--- config.mk ---
export PLATFORM = sky130hd
export DESIGN_NAME = dmem_arbiter
export DESIGN_NICKNAME = d
export VERILOG_FILES = /design/src/rtl/dmem_arb_pkg.sv /design/src/rtl/dmem_arb_perf.sv /design/src/rtl/dmem_arbiter.sv
export SDC_FILE = /design/constraint.sdc
export NUM_CORES = 1
export LEC_CHECK = 0
export ABC_AREA = 1
export BUFFER_PORTS_ARGS = -buffer_cell sky130_fd_sc_hd__buf_2
export CAP_MARGIN = 20
export CELL_PAD_IN_SITES_DETAIL_PLACEMENT = 1
export CELL_PAD_IN_SITES_GLOBAL_PLACEMENT = 2
export CORE_MARGIN = 3
export CORE_UTILIZATION = 17
export DETAILED_ROUTE_END_ITERATION = 7
export GPL_TIMING_DRIVEN = 0
export HOLD_SLACK_MARGIN = 0.05
export PLACE_DENSITY_LB_ADDON = 0.1
export SYNTH_ARGS = -nofsm -noshare
export SYNTH_HDL_FRONTEND = slang
export SYNTH_SLANG_ARGS = --single-unit
--- constraint.sdc ---
create_clock -name clk_i -period 7.8 [get_ports clk_i]
set_input_delay 0.78 -clock clk_i [delete_from_list [all_inputs] [get_ports clk_i]]
set_output_delay 0.78 -clock clk_i [all_outputs]
set_load 0.03 [all_outputs]
--- src/rtl/dmem_arb_pkg.sv ---
`default_nettype none
// ============================================================================
//  Module      : dmem_arb_pkg
//  Description : Shared types and constants for the data-memory arbiter.
//  Revision    : 1.0
// ============================================================================
package dmem_arb_pkg;

    typedef enum logic [1:0] {
        OWN_NONE = 2'd0,
        OWN_CPU  = 2'd1,
        OWN_DBG  = 2'd2
    } owner_e;

    localparam int DEFAULT_MEM_BYTES = 32;
    localparam int PERF_CNT_W        = 32;

endpackage
`default_nettype wire

--- src/rtl/dmem_arb_perf.sv ---
`default_nettype none
// ============================================================================
//  Module      : dmem_arb_perf
//  Description : Two saturating event counters (CPU stall cycles, loader
//                grants). Instantiated only when DMEM_ARB_PERF_EN is defined.
//  Revision    : 1.0
// ============================================================================
module dmem_arb_perf
    import dmem_arb_pkg::*;
#(
    parameter int CNT_W = PERF_CNT_W
) (
    input  logic             clk_i,
    input  logic             rst_i,
    input  logic             stall_i,
    input  logic             gnt_i,
    output logic [CNT_W-1:0] stall_cnt_o,
    output logic [CNT_W-1:0] gnt_cnt_o
);

    localparam logic [CNT_W-1:0] c_cnt_max = {CNT_W{1'b1}};

    logic [CNT_W-1:0] stall_cnt_q, stall_cnt_d;
    logic [CNT_W-1:0] gnt_cnt_q,   gnt_cnt_d;

    always_comb begin
        stall_cnt_d = stall_cnt_q;
        gnt_cnt_d   = gnt_cnt_q;
        if (stall_i && (stall_cnt_q != c_cnt_max)) begin
            stall_cnt_d = stall_cnt_q + 1'b1;
        end
        if (gnt_i && (gnt_cnt_q != c_cnt_max)) begin
            gnt_cnt_d = gnt_cnt_q + 1'b1;
        end
    end

    always_ff @(posedge clk_i or negedge rst_i) begin
        if (!rst_i) begin
            stall_cnt_q <= '0;
            gnt_cnt_q   <= '0;
        end else begin
            stall_cnt_q <= stall_cnt_d;
            gnt_cnt_q   <= gnt_cnt_d;
        end
    end

    assign stall_cnt_o = stall_cnt_q;
    assign gnt_cnt_o   = gnt_cnt_q;

endmodule
`default_nettype wire

--- src/rtl/dmem_arbiter.sv ---
`default_nettype none
// ============================================================================
//  Module      : dmem_arbiter
//  Description : Shares the data-memory port between the CPU MEM stage and a
//                debug/loader requester, with an aging counter that bounds
//                loader starvation. Optional macro DMEM_ARB_PERF_EN adds
//                saturating stall/grant performance counters.
//  Revision    : 1.0
// ============================================================================
module dmem_arbiter
    import dmem_arb_pkg::*;
#(
    parameter int ADDR_W    = 32,
    parameter int DATA_W    = 32,
    parameter int MEM_BYTES = DEFAULT_MEM_BYTES,
    parameter int MAX_WAIT  = 3
) (
    input  logic              clk_i,
    input  logic              rst_i,
    input  logic              start_i,
    input  logic              cpu_req_i,
    input  logic              cpu_we_i,
    input  logic [ADDR_W-1:0] cpu_addr_i,
    input  logic [DATA_W-1:0] cpu_wdata_i,
    output logic [DATA_W-1:0] cpu_rdata_o,
    output logic              cpu_stall_o,
    input  logic              dbg_req_i,
    input  logic              dbg_we_i,
    input  logic [ADDR_W-1:0] dbg_addr_i,
    input  logic [DATA_W-1:0] dbg_wdata_i,
    output logic              dbg_gnt_o,
    output logic [DATA_W-1:0] dbg_rdata_o,
    output logic              dbg_rvalid_o,
    output logic              mem_we_o,
    output logic [ADDR_W-1:0] mem_addr_o,
    output logic [DATA_W-1:0] mem_wdata_o,
    input  logic [DATA_W-1:0] mem_rdata_i
`ifdef DMEM_ARB_PERF_EN
    ,
    output logic [PERF_CNT_W-1:0] perf_stall_cnt_o,
    output logic [PERF_CNT_W-1:0] perf_dbg_cnt_o
`endif
);

    localparam int                c_wait_w    = (MAX_WAIT < 2) ? 1 : $clog2(MAX_WAIT + 1);
    localparam logic [c_wait_w-1:0] c_wait_max = c_wait_w'(MAX_WAIT);
    localparam logic [ADDR_W-1:0] c_mem_limit = ADDR_W'(MEM_BYTES);

    owner_e              w_owner;
    logic                w_cpu_act;
    logic                w_sel_we;
    logic [ADDR_W-1:0]   w_sel_addr;
    logic [DATA_W-1:0]   w_sel_wdata;
    logic                w_in_range;

    logic [c_wait_w-1:0] wait_cnt_q,   wait_cnt_d;
    logic [DATA_W-1:0]   dbg_rdata_q,  dbg_rdata_d;
    logic                dbg_rvalid_q, dbg_rvalid_d;

    assign w_cpu_act = cpu_req_i & start_i;

    // CPU is primary; the loader only wins a contended cycle once it has aged out.
    always_comb begin
        w_owner = OWN_NONE;
        if (dbg_req_i && !w_cpu_act) begin
            w_owner = OWN_DBG;
        end else if (w_cpu_act && !dbg_req_i) begin
            w_owner = OWN_CPU;
        end else if (w_cpu_act && dbg_req_i) begin
            w_owner = (wait_cnt_q == c_wait_max) ? OWN_DBG : OWN_CPU;
        end
    end

    always_comb begin
        w_sel_we    = 1'b0;
        w_sel_addr  = '0;
        w_sel_wdata = '0;
        case (w_owner)
            OWN_CPU: begin
                w_sel_we    = cpu_we_i;
                w_sel_addr  = cpu_addr_i;
                w_sel_wdata = cpu_wdata_i;
            end
            OWN_DBG: begin
                w_sel_we    = dbg_we_i;
                w_sel_addr  = dbg_addr_i;
                w_sel_wdata = dbg_wdata_i;
            end
            default: begin
                w_sel_we    = 1'b0;
                w_sel_addr  = '0;
                w_sel_wdata = '0;
            end
        endcase
    end

    assign w_in_range  = (w_sel_addr < c_mem_limit);

    // Strobes are gated by reset so no write or handshake escapes while it is held.
    assign mem_we_o    = w_sel_we & w_in_range & rst_i;
    assign mem_addr_o  = w_sel_addr;
    assign mem_wdata_o = w_sel_wdata;
    assign dbg_gnt_o   = (w_owner == OWN_DBG) & rst_i;
    assign cpu_stall_o = w_cpu_act & (w_owner == OWN_DBG) & rst_i;
    assign cpu_rdata_o = ((w_owner == OWN_CPU) && !cpu_we_i && w_in_range) ? mem_rdata_i : '0;

    always_comb begin
        wait_cnt_d   = wait_cnt_q;
        dbg_rdata_d  = dbg_rdata_q;
        dbg_rvalid_d = 1'b0;
        if (!dbg_req_i || (w_owner == OWN_DBG)) begin
            wait_cnt_d = '0;
        end else if (wait_cnt_q != c_wait_max) begin
            wait_cnt_d = wait_cnt_q + 1'b1;
        end
        if ((w_owner == OWN_DBG) && !dbg_we_i) begin
            dbg_rvalid_d = 1'b1;
            dbg_rdata_d  = w_in_range ? mem_rdata_i : '0;
        end
    end

    always_ff @(posedge clk_i or negedge rst_i) begin
        if (!rst_i) begin
            wait_cnt_q   <= '0;
            dbg_rdata_q  <= '0;
            dbg_rvalid_q <= 1'b0;
        end else begin
            wait_cnt_q   <= wait_cnt_d;
            dbg_rdata_q  <= dbg_rdata_d;
            dbg_rvalid_q <= dbg_rvalid_d;
        end
    end

    assign dbg_rdata_o  = dbg_rdata_q;
    assign dbg_rvalid_o = dbg_rvalid_q;

`ifdef DMEM_ARB_PERF_EN
    dmem_arb_perf #(
        .CNT_W (PERF_CNT_W)
    ) u_perf (
        .clk_i       (clk_i),
        .rst_i       (rst_i),
        .stall_i     (cpu_stall_o),
        .gnt_i       (dbg_gnt_o),
        .stall_cnt_o (perf_stall_cnt_o),
        .gnt_cnt_o   (perf_dbg_cnt_o)
    );
`endif

endmodule
`default_nettype wire

### Yosys cells after proc, flatten, opt, wreduce, memory -nomap -nowiden

Cells that the tools add are included.

* register bits after elaboration: 35
* bits of input ports: 167
* output and inout bits: 132

* add/sub/neg operators: 1
* order comparisons: 1
* equal/unequal tests: 4
* muxes and demuxes: 12
* bitwise operators: 6
* reduce and logical (&&, ||, !) cells: 12

Operator list (count)
* case mux 32 bit (2 select lines): 2
* two-way mux 32 bit: 2
* less-than comparator 32 x 6 -> 1 bit (second input constant): 1
* two-way mux 2 bit: 6
* bitwise AND 1 bit: 6
* logical AND 1 bit: 6
* equality test 2 bit (second input constant): 2
* logical NOT 1 bit: 4
* adder 2 x 1 -> 2 bit (second input constant): 1
* equality test 2 x 1 -> 1 bit (second input constant): 1
* inequality test 2 bit (second input constant): 1
* case mux 1 bit (2 select lines): 1
* nonzero test 2 bit: 1
* logical OR 1 bit: 1
* two-way mux 1 bit: 1

### Logic depth before layout (Yosys ltp)

* depth in word-level cells: 10
* mapped depth: 16
* depth with buffers taken out: 14

### Least setup slack after synthesis

No wires, ideal clock.

* path kind: input to output
* start: input port cpu_req_i
* end: output port mem_we_o
* arrival time: 2.761 ns
* slack: 4.259 ns
* stages: 15
* path buffers: 2
* path through: nand2_1 > a21oi_1 > nor2_1 > inv_1 > ha_1 > inv_2 > buf_1 > nand2_1 > nand2_1 > nor2_1 > nand2_1 > nor2_4 > buf_2 > nand2_1 > nor2_1

* longest elaborated chain between the ends: 10
* elaborated cells on any way between the ends: 15

RTL lines
* start: declaration: line dmem_arbiter.sv:21 `input logic cpu_req_i,`
* bitwise AND 1 bit (*): line dmem_arbiter.sv:60 `assign w_cpu_act = cpu_req_i & start_i;`
* logical AND 1 bit: line dmem_arbiter.sv:69 `end else if (w_cpu_act && dbg_req_i) begin`
* two-way mux 2 bit: line dmem_arbiter.sv:69
* two-way mux 2 bit: line dmem_arbiter.sv:67 `end else if (w_cpu_act && !dbg_req_i) begin`
* two-way mux 2 bit (*): line dmem_arbiter.sv:65 `if (dbg_req_i && !w_cpu_act) begin`
* equality test 2 bit / equality test 2 x 1 -> 1 bit (equally long branches): line dmem_arbiter.sv:78 `case (w_owner)`
* case mux 32 bit (2 select lines): line dmem_arbiter.sv:78
* less-than comparator 32 x 6 -> 1 bit: line dmem_arbiter.sv:97 `assign w_in_range = (w_sel_addr < c_mem_limit);`
* bitwise AND 1 bit (*) (2 in a row): line dmem_arbiter.sv:100 `assign mem_we_o = w_sel_we & w_in_range & rst_i;`
* end: declaration: line dmem_arbiter.sv:34 `output logic mem_we_o,`

Every way passes the cells marked *; elsewhere a longest branch is shown, timed or not.

### Final worst setup path

* start: input port cpu_req_i
* end: output port cpu_rdata_o[20]

* longest elaborated chain between the ends: 10
* elaborated cells on any way between the ends: 15

RTL lines
* bitwise AND 1 bit (*): line dmem_arbiter.sv:60
* logical AND 1 bit: line dmem_arbiter.sv:69
* two-way mux 2 bit: line dmem_arbiter.sv:69
* two-way mux 2 bit: line dmem_arbiter.sv:67
* two-way mux 2 bit (*): line dmem_arbiter.sv:65
* equality test 2 bit / equality test 2 x 1 -> 1 bit (equally long branches): line dmem_arbiter.sv:78, dmem_arbiter.sv:105
* case mux 32 bit (2 select lines): line dmem_arbiter.sv:78
* less-than comparator 32 x 6 -> 1 bit: line dmem_arbiter.sv:97
* logical AND 1 bit (*): line dmem_arbiter.sv:105 `assign cpu_rdata_o = ((w_owner == OWN_CPU) && !cpu_we_i && w_in_range) ? mem_rdata_i : '0;`
* two-way mux 32 bit (*): line dmem_arbiter.sv:105
* end: declaration: line dmem_arbiter.sv:25 `output logic [DATA_W-1:0] cpu_rdata_o,`

Marks and branches as above.

==> out/metrics.cfg <==
[outcome]
status=completed

[placement]
place_area_um2=4910
dp_hpwl_um=13900
port_buffers=298
gp_congestion=0.830

[die]
die_x_um=142
die_height_um=142
coreArea_um2=18000
fp.dieArea_um2=20100
rows=49
ios=299
initial_core_util=0.174

[synth]
avgSynthCellArea_um2=5.58
synth_area_um2=3140
synth_cell_types=18
synth_seq_cells=35
syn_nets=732
synth.area.top_cells=nand2_1, dfrtp_1, inv_1, a21oi_1, nor2_2
ys_warn_count=0
yosys.area.top_type=nand2_1
seq_area_frac_synth=0.279
synth_cells=562
yosysTopAreaCellShare=0.320

[final_layout]
area_growth_pct=62.1
final-seq-area_um2=876
drive_gt1_frac=0.409
nets=1037
diodes=0
most-common-layout-cells=buf_2, nand2_1, inv_1
multiInputGateArea_um2=1830
final_common_cell=buf_2
fillers=2445
fin_area_um2=5080

[min_path]
hp-class=reg -> reg
holdPathEnd=dbg_rdata_o[14]
hold_start=dbg_rdata_o[14]
min_path_cells=2

[cts]
cts_max_path_buffers=2
cts_hold_buffers=0
htree_levels=2
cts_inserted_buffers=5
cts_tree=done
clock_sinks=35
insertion_delay_ns=0.28
clk_pin_slew_ns=0.06
cts_root_buffer=clkbuf_16
cts_setup_buffers=0
cts_resized=0

[global_routing]
grt_pass1_wl_um=24900
grt_max_degree=38
globalRouteTotalUtil=0.154
grt_pass1_vias=4850
grt-ovfl-total=0
antenna_found_initial=2

[setup_path]
critPathMaxFanout=10
cp.arrival_ns=3.23
reg2reg_depth=15
cp-start-kind=input pin
r2r_setup_slack_ns=4.98
worstPathRequired_ns=7.02
end_kind=output port
timing.rr.start=wait_cnt_q[0]
path_class=in -> out
timing.rr.end=dbg_rdata_o[20]

[timing]
timing.slew.headroom=0.415
tightestPinTransition_ns=0.878
report.final.setup_viol=0
fin_crit_ns=4.01
hold_viol_final=0
rsz0062_at_grt=false
fin_skew_ns=0.00431
fin_tns_setup_ns=0
clock.fmax_mhz=249
fin_crit_sh=0.514
maxSlewViolCount=0

[routing]
routed_wl_um=16100
drtAntennaViolNets=0
avgRoutedWirePerCell_um=14.6
post-route-drc-count=0
vias=4518
vias_per_cell=4.12
firstDrtPassIters=4
drt-initial-drc-count=120

[power]
power_density_nw_per_um2=146
power_leakage_nw=3.44
peakVddDrop_mv=0.0715

[flow_run]
maxCapViolations=0

## how the worst max path moves through the flow
stage / start / endpoint / slack, ns
4_1_cts: cpu_req_i / cpu_rdata_o[19] / 3.73
3_3_place_gp: cpu_req_i / cpu_rdata_o[13] / 3.76
3_5_place_dp: cpu_req_i / cpu_rdata_o[19] / 3.73
2_1_floorplan: cpu_req_i / mem_we_o / 4.26
5_1_grt: wait_cnt_q[0] / cpu_rdata_o[21] / 3.38
6_report: cpu_req_i / cpu_rdata_o[20] / 3.79
## critical path, cell delays in order
cell and delay [ns]:
buf_2 0.10, nand2_1 0.08, a21oi_1 0.07, nor2_1 0.15
inv_1 0.06, ha_1 0.30, inv_2 0.10, buf_1 0.25
nand2_1 0.15, nand2_1 0.07, nor2_1 0.11, nand2_1 0.13
nor2_4 0.24, nand3_4 0.15, buf_6 0.20, nor2_2 0.09
buf_2 0.20
## area by class of cell
| cell class | instances | area share |
|---|---|---|
| Clock buffer | 5 | 0.0246 |
| Multi-Input combinational cell | 424 | 0.359 |
| Tap cell | 229 | 0.0564 |
| Timing Repair Buffer | 298 | 0.293 |
| Clock inverter | 3 | 0.00861 |
| Sequential cell | 35 | 0.172 |
| Buffer | 36 | 0.0362 |
| Inverter | 67 | 0.0495 |
## routing by layer
layer | up-vias | wire length, um | global-route usage | part of all wire
met5 | - | 21 | 0 | 0.0013
met4 | 4 | 206 | 0.0328 | 0.013
met2 | 176 | 8490 | 0.297 | 0.53
met3 | 16 | 1400 | 0.0458 | 0.087
li1 | 2281 | - | - | -
met1 | 2041 | 5940 | 0.165 | 0.37
## synthesized netlist by cell type, drive strengths merged
cell type,count
nand3,35
nor3,2
nand2,267
inv,67
nor2,77
dfrtp,35
buf,21
clkbuf,15
xor2,1
a21oi,38
ha,3
mux2i,1
## sequential cells by signal, indices dropped and copies added, names as in the netlist
| signal | count |
|---|---|
| dbg_rdata_o | 32 |
| dbg_rvalid_o | 1 |
| wait_cnt_q | 2 |
## cell families after synthesis
kind of cell / count (synthesis) / synth area share
buffers and inverters: 103 / 0.139
flip-flops: 35 / 0.279
XOR/XNOR: 1 / 0.00279
AO/OA/AOI/OAI: 38 / 0.0606
multiplexers: 1 / 0.00319
AND/OR/NAND/NOR: 381 / 0.503
adder cells (fa/ha/maj): 3 / 0.0120
## through the flow
step	std cells	utilization	hold slack [ns]	total power, W	setup WS, ns
floorplan	562	-	0.484	0.000395	4.26
detailed placement	1089	0.273	0.460	0.000522	3.73
CTS	1097	0.282	0.477	0.000762	3.73
finish	1097	0.282	0.474	0.000745	3.79
global placement	1089	0.273	0.460	0.000518	3.76
global route	1097	0.282	0.497	0.000799	3.38
## power breakdown
part,internal (W),switching [W],leakage [nW]
Combinational,0.0000943,0.000213,2.87
Clock,0.000151,0.0000819,0.0838
Sequential,0.000197,0.00000772,0.482
Power figures use the tool's default switching activity.
